File: config.mk
export PLATFORM = sky130hd
export DESIGN_NAME = instruction_buffer
export DESIGN_NICKNAME = d
export VERILOG_FILES = /design/src/rtl/ooo_pkg.sv /design/src/rtl/ibuf_storage.sv /design/src/rtl/instruction_buffer.sv
export SDC_FILE = /design/constraint.sdc
export NUM_CORES = 2
export LEC_CHECK = 0
export BUFFER_PORTS_ARGS = -buffer_cell sky130_fd_sc_hd__buf_2
export CORE_MARGIN = 3
export CORE_UTILIZATION = 30
export CTS_BUF_LIST = sky130_fd_sc_hd__clkbuf_16
export DETAILED_ROUTE_END_ITERATION = 8
export PLACE_DENSITY = 0.47
export SYNTH_ARGS = -nofsm -noshare
export SYNTH_HDL_FRONTEND = slang
export SYNTH_SLANG_ARGS = --single-unit
File: constraint.sdc
create_clock -name clk -period 5.9 [get_ports clk]
set_clock_uncertainty 0.15 [all_clocks]
set_input_delay 0.295 -clock clk [delete_from_list [all_inputs] [get_ports clk]]
set_output_delay 0.295 -clock clk [all_outputs]
set_load 0.01 [all_outputs]
File: src/rtl/ooo_pkg.sv
// Shared definitions for the out-of-order front end: decoded entry layout,
// fetch group width and opcode encodings.
package ooo_pkg;

    localparam int FETCH_W = 4;

    localparam int OPC_W = 4;
    localparam int REG_W = 4;
    localparam int OWN_W = 4;

    // Entry field offsets, LSB-based, matching ib_entry_t below.
    localparam int IS_BRANCH_LSB = 0;
    localparam int IS_FXU_LSB    = 1;
    localparam int IS_LD_STR_LSB = 2;
    localparam int USES_RB_LSB   = 3;
    localparam int B_OWN_LSB     = 4;
    localparam int B_DEP_LSB     = B_OWN_LSB + OWN_W;
    localparam int A_OWN_LSB     = B_DEP_LSB + 1;
    localparam int A_DEP_LSB     = A_OWN_LSB + OWN_W;
    localparam int RB_LSB        = A_DEP_LSB + 1;
    localparam int RA_LSB        = RB_LSB + REG_W;
    localparam int RT_LSB        = RA_LSB + REG_W;
    localparam int OPCODE_LSB    = RT_LSB + REG_W;
    localparam int EW            = OPCODE_LSB + OPC_W;

    localparam logic [OPC_W-1:0] OP_NOP = 4'h0;
    localparam logic [OPC_W-1:0] OP_ADD = 4'h1;
    localparam logic [OPC_W-1:0] OP_SUB = 4'h2;
    localparam logic [OPC_W-1:0] OP_AND = 4'h3;
    localparam logic [OPC_W-1:0] OP_OR  = 4'h4;
    localparam logic [OPC_W-1:0] OP_LD  = 4'h8;
    localparam logic [OPC_W-1:0] OP_ST  = 4'h9;
    localparam logic [OPC_W-1:0] OP_BR  = 4'hc;
    localparam logic [OPC_W-1:0] OP_JMP = 4'hd;

    typedef struct packed {
        logic [OPC_W-1:0] opcode;
        logic [REG_W-1:0] rt;
        logic [REG_W-1:0] ra;
        logic [REG_W-1:0] rb;
        logic             a_dep;
        logic [OWN_W-1:0] a_own;
        logic             b_dep;
        logic [OWN_W-1:0] b_own;
        logic             uses_rb;
        logic             is_ld_str;
        logic             is_fxu;
        logic             is_branch;
    } ib_entry_t;

    // Fetch width advertised for a given number of free entries.
    function automatic logic [2:0] fetch_width(input logic [31:0] free);
        return (free >= 32'(FETCH_W)) ? 3'(FETCH_W) : free[2:0];
    endfunction

endpackage

File: src/rtl/ibuf_storage.sv
// Instruction buffer entry array: FETCH_W indexed write ports and FETCH_W
// asynchronous read ports. Writers guarantee distinct indices per cycle.
module ibuf_storage
    import ooo_pkg::*;
#(
    parameter int DEPTH = 16,
    parameter int EW_P  = ooo_pkg::EW,
    localparam int AW   = $clog2(DEPTH)
) (
    input  logic                          clk,
    input  logic [FETCH_W-1:0]            wr_en_i,
    input  logic [FETCH_W-1:0][AW-1:0]    wr_idx_i,
    input  logic [FETCH_W-1:0][EW_P-1:0]  wr_data_i,
    input  logic [FETCH_W-1:0][AW-1:0]    rd_idx_i,
    output logic [FETCH_W-1:0][EW_P-1:0]  rd_data_o
);

    logic [EW_P-1:0] mem_q [DEPTH];

    // NOTE: the array has no reset; validity is tracked by count in the
    // controller, so resetting it would only cost flops and reset fan-out.
    // NOTE: sequential state uses non-blocking assignment so every write
    // port sees the same pre-edge values.
    always_ff @(posedge clk) begin
        for (int p = 0; p < FETCH_W; p++) begin
            if (wr_en_i[p]) begin
                mem_q[wr_idx_i[p]] <= wr_data_i[p];
            end
        end
    end

    always_comb begin
        for (int p = 0; p < FETCH_W; p++) begin
            rd_data_o[p] = mem_q[rd_idx_i[p]];
        end
    end

endmodule

File: src/rtl/instruction_buffer.sv
// In-order instruction buffer between fetch/decode and dispatch: up to four
// entries in and out per cycle, advertised fetch width, flush on taken jump.
module instruction_buffer
    import ooo_pkg::*;
#(
    parameter int DEPTH = 16,
    parameter int EW_P  = ooo_pkg::EW
) (
    input  logic                        clk,
    input  logic                        rst_n,
    input  logic                        flush,
    input  logic                        enq_valid,
    input  logic [2:0]                  enq_cnt,
    input  logic [FETCH_W*EW_P-1:0]     enq_entry,
    output logic [2:0]                  num_fetch,
    output logic [FETCH_W*EW_P-1:0]     deq_entry,
    output logic [FETCH_W-1:0]          deq_valid,
    input  logic [2:0]                  deq_cnt,
    output logic [$clog2(DEPTH):0]      count,
    output logic                        err_overflow,
    output logic                        err_underflow
);

    localparam int AW = $clog2(DEPTH);
    localparam int CW = AW + 1;

    logic [AW-1:0] head_q, head_d;
    logic [AW-1:0] tail_q, tail_d;
    logic [CW-1:0] count_q, count_d;
    logic [2:0]    num_fetch_q, num_fetch_d;
    logic          err_ovf_q, err_ovf_d;
    logic          err_unf_q, err_unf_d;

    logic          enq_ok;
    logic          enq_ovf;
    logic          deq_unf;
    logic [CW-1:0] enq_add;
    logic [CW-1:0] deq_req;
    logic [CW-1:0] deq_eff;
    logic [CW-1:0] free_d;

    logic [FETCH_W-1:0]           wr_en;
    logic [FETCH_W-1:0][AW-1:0]   wr_idx;
    logic [FETCH_W-1:0][EW_P-1:0] wr_data;
    logic [FETCH_W-1:0][AW-1:0]   rd_idx;
    logic [FETCH_W-1:0][EW_P-1:0] rd_data;

    // NOTE: every always_comb output gets a default before any branch, so no
    // path can leave a value unassigned and infer a latch.
    always_comb begin
        enq_ok      = 1'b0;
        enq_ovf     = 1'b0;
        deq_unf     = 1'b0;
        enq_add     = '0;
        deq_req     = CW'(deq_cnt);
        deq_eff     = '0;
        head_d      = head_q;
        tail_d      = tail_q;
        count_d     = count_q;
        err_ovf_d   = err_ovf_q;
        err_unf_d   = err_unf_q;

        if (flush) begin
            head_d  = '0;
            tail_d  = '0;
            count_d = '0;
        end else begin
            // The group is all-or-nothing against the width advertised last cycle.
            enq_ok  = enq_valid && (enq_cnt <= num_fetch_q);
            enq_ovf = enq_valid && (enq_cnt > num_fetch_q);
            enq_add = enq_ok ? CW'(enq_cnt) : '0;

            deq_unf = deq_req > count_q;
            deq_eff = deq_unf ? count_q : deq_req;

            head_d    = head_q + AW'(deq_eff);
            tail_d    = tail_q + AW'(enq_add);
            count_d   = count_q + enq_add - deq_eff;
            err_ovf_d = err_ovf_q | enq_ovf;
            err_unf_d = err_unf_q | deq_unf;
        end

        free_d      = CW'(DEPTH) - count_d;
        num_fetch_d = fetch_width(32'(free_d));
    end

    always_ff @(posedge clk) begin
        if (!rst_n) begin
            head_q      <= '0;
            tail_q      <= '0;
            count_q     <= '0;
            num_fetch_q <= 3'(FETCH_W);
            err_ovf_q   <= 1'b0;
            err_unf_q   <= 1'b0;
        end else begin
            head_q      <= head_d;
            tail_q      <= tail_d;
            count_q     <= count_d;
            num_fetch_q <= num_fetch_d;
            err_ovf_q   <= err_ovf_d;
            err_unf_q   <= err_unf_d;
        end
    end

    always_comb begin
        for (int i = 0; i < FETCH_W; i++) begin
            wr_en[i]   = rst_n && enq_ok && (3'(i) < enq_cnt);
            wr_idx[i]  = tail_q + AW'(i);
            wr_data[i] = enq_entry[i*EW_P +: EW_P];
            rd_idx[i]  = head_q + AW'(i);
        end
    end

    ibuf_storage #(
        .DEPTH (DEPTH),
        .EW_P  (EW_P)
    ) u_storage (
        .clk       (clk),
        .wr_en_i   (wr_en),
        .wr_idx_i  (wr_idx),
        .wr_data_i (wr_data),
        .rd_idx_i  (rd_idx),
        .rd_data_o (rd_data)
    );

    // Read side is purely combinational: no bypass from the enqueue group.
    always_comb begin
        for (int i = 0; i < FETCH_W; i++) begin
            deq_entry[i*EW_P +: EW_P] = rd_data[i];
            deq_valid[i]              = count_q > CW'(i);
        end
    end

    assign count         = count_q;
    assign num_fetch     = num_fetch_q;
    assign err_overflow  = err_ovf_q;
    assign err_underflow = err_unf_q;

endmodule

==> flow_metrics.tcl <==
set metrics [dict create \
    run_status "finished, final reports clean" \
    cts_setup_buffers 0 \
    intPower_uw 9186 \
    synthFlopType "edfxtp_1" \
    numCtsBuffers 60 \
    wirelength_microns 236200 \
    peakVddDrop_mv 0.2850 \
    grt_pass1_vias 38920 \
    tightest_slew_ps 1322 \
    crit_required_ps 6310 \
    power_uw 14480 \
    core_sq_mm 0.1484 \
    synthArstFlopShare 0 \
    grt_use_total 0.2926 \
    yosysWarnings 0 \
    hold_violations 0 \
    seq_area_frac_synth 0.3281 \
    setup-violations-final 0 \
    row_count 141 \
    pwr-share-seq 0.286 \
    cp.arrival_ps 5750 \
    grt_max_degree 145 \
    drt_iter0_drc 6759 \
    ant_nets 0 \
    area_growth_syn_to_layout_pct 12.78 \
    hold_class "in -> reg" \
    clock_power_share 0.268 \
    synth_cell_types 62 \
    final_cell_mix "600 x mux4_2, 480 x edfxtp_1, 349 x a21oi_1" \
    cts.path.max_buffers 3 \
    fmax_mhz 187.2 \
    drive_gt1_frac 0.3094 \
    rsz0062_at_grt "false" \
    p_sw_uw 5296 \
    vias_per_cell 6.902 \
    chipHeight_microns 393.4 \
    place_area_sq_mm 0.04853 \
    startpoint_type "flip-flop" \
    route.detailed.drc 0 \
    synthCells 4038 \
    ios 264 \
    period_needed_ps 5340 \
    p_sw_frac 0.3657 \
    crit_type "reg -> reg" \
    worstSkewPairLatency_ps 670 \
    finalCritPeriodShare 0.9052 \
    cp_max_fo 6 \
    clock-sinks 498 \
    nets 4132 \
    fin_ws_ps 559.5 \
    dieArea_sq_mm 0.1548 \
    pwr-share-comb 0.446 \
    dr.pass1.iters 6 \
    p_leak_uw 0.01716 \
    max-cap-violations 0 \
    tritoncts "done" \
    slew-limit-headroom 0.1186 \
    port_buffers 263 \
    synth_fp_nets 4198 \
    wl_per_cell_microns 39.05 \
    clkTransAtPathRegs_ps 60 \
    synth_edf_count 480 \
    die_x_microns 393.4 \
    dr_total_vias 41760 \
    overflow 0 \
    htreeDepth 2 \
    grt_pass1_wl_microns 322100 \
    final_area_sq_mm 0.05078 \
    dp_slack_ps 1079 \
    syn_avg_cell_area_sq_um 11.15 \
    clock-root-buffer "clkbuf_16" \
    layout_commonest_cell "mux4_2" \
    cp-end-kind "flip-flop" \
    antenna_found_initial 51 \
    final-max-slew-violation-count 0 \
    post_cts_resized 0 \
    routabilityCongestion 0.9428 \
    cts_hold_buf 24 \
    post-route-util 0.3423 \
    initial_core_util 0.3035 \
    syn-cell-area_sq_mm 0.04502 \
    hpwlAfterDp_microns 143800 \
    fin_worst_hold_slack_ps 37.90 \
    ys_ff_latch 498 \
    power_density_mw_per_mm2 285.2 \
]
power groups by stage:
| stage | logic (uW) | registers, uW | clock network (uW) |
|---|---|---|---|
| after floorplan | 4370 | 4090 | 0 |
| after global placement | 6410 | 4210 | 0 |
| after CTS | 6460 | 4140 | 3910 |
| final | 6470 | 4140 | 3870 |
| after detailed placement | 6420 | 4210 | 0 |
| after global routing | 6810 | 4150 | 4020 |
metrics by stage:
stage	TNS [ps]	cells
after floorplan	-15210	4038
after global placement	0	5888
after detailed placement	0	5888
after CTS	0	6023
after global routing	0	6034
final	0	6050
worst paths after layout:
check / from / endpoint / slack, ps / cells past startpoint
hold reg to reg: err_underflow$_SDFFE_PN0N_ / err_underflow$_SDFFE_PN0N_ / 330 / 1
setup / recovery: count[1]$_SDFF_PN0_ / num_fetch[2]$_SDFF_PP1_ / 560 / 17
setup reg to reg: count[1]$_SDFF_PN0_ / num_fetch[2]$_SDFF_PP1_ / 560 / 17
hold / removal: enq_entry[114] / u_storage.mem_q[8][24]$_DFFE_PP_ / 40 / 3
cells in the mapped netlist, drive strengths merged, types with 2 or more instances:
cell type / instances / area share
a2111o: 2 / 0.00050
a2111oi: 28 / 0.0092
a211oi: 115 / 0.019
a21boi: 44 / 0.0073
a21o: 125 / 0.021
a21oi: 349 / 0.039
a31o: 3 / 0.00058
and2: 22 / 0.0031
and3: 23 / 0.0032
and3b: 2 / 0.00039
buf: 157 / 0.015
clkbuf: 410 / 0.034
dfxtp: 18 / 0.0080
edfxtp: 480 / 0.32
fa: 5 / 0.0022
ha: 25 / 0.0069
inv: 59 / 0.0049
mux2: 30 / 0.0075
mux2i: 186 / 0.041
mux4: 600 / 0.30
nand2: 212 / 0.018
nand2b: 8 / 0.0011
nand3: 20 / 0.0022
nand3b: 4 / 0.00067
nand4: 14 / 0.0019
nor2: 250 / 0.021
nor2b: 6 / 0.00083
nor3: 116 / 0.013
nor3b: 2 / 0.00033
nor4: 2 / 0.00028
o2111ai: 15 / 0.0029
o211a: 4 / 0.00089
o211ai: 9 / 0.0015
o21a: 2 / 0.00033
o21ai: 357 / 0.040
o21bai: 28 / 0.0047
o22ai: 169 / 0.023
o311ai: 2 / 0.00039
o31ai: 80 / 0.013
or2: 5 / 0.00069
or3: 25 / 0.0035
xnor2: 8 / 0.0017
xor2: 10 / 0.0019
logic make-up after synthesis:
family	after synthesis	share of synthesized area
and+or+nand+nor	715	0.07086
DFF	498	0.3281
AOI/OAI and AO/OA	1335	0.1846
xor gates and xnor gates	18	0.003668
muxes	816	0.3490
buffers and inverters	626	0.05455
adders and majority gates	30	0.009171
routing by layer:
layer / vias to the layer above / track usage / wire (microns)
met5: - / 0 / 129
met2: 3651 / 0.4202 / 100300
li1: 16130 / - / -
met3: 783 / 0.1052 / 33550
met4: 22 / 0.1580 / 14670
met1: 21170 / 0.3829 / 87580
critical path: stages (launching register included):
cell and delay (ps):
dfxtp_1 450, inv_1 100, ha_1 300, a21o_1 110
a21oi_1 60, nor4_1 610, mux2_2 450, inv_1 80
fa_1 450, inv_1 90, fa_1 440, or2_2 310
ha_1 210, o21ai_0 150, or3b_2 440, mux2i_1 210
nand2_1 70, dlygate4sd3_1 540
layout make-up:
type                            instances  area [sq um]
Fill cell                           14690         97590
Multi-Input combinational cell       2914         28360
Sequential cell                       498         14790
Timing Repair Buffer                  439          2898
Tap cell                             2002          2505
Clock buffer                           61          1526
Clock inverter                         50         414.1
Inverter                               59         221.5
Antenna cell                           27         67.56
flip-flops by register name (all words and copies together) (netlist names):
| register | flops |
|---|---|
| err_underflow | 1 |
| count | 5 |
| u_storage.mem_q | 480 |
| tail_q | 4 |
| err_overflow | 1 |
| head_q | 4 |
| num_fetch | 3 |
No activity file was read; power rests on OpenSTA's default activity.
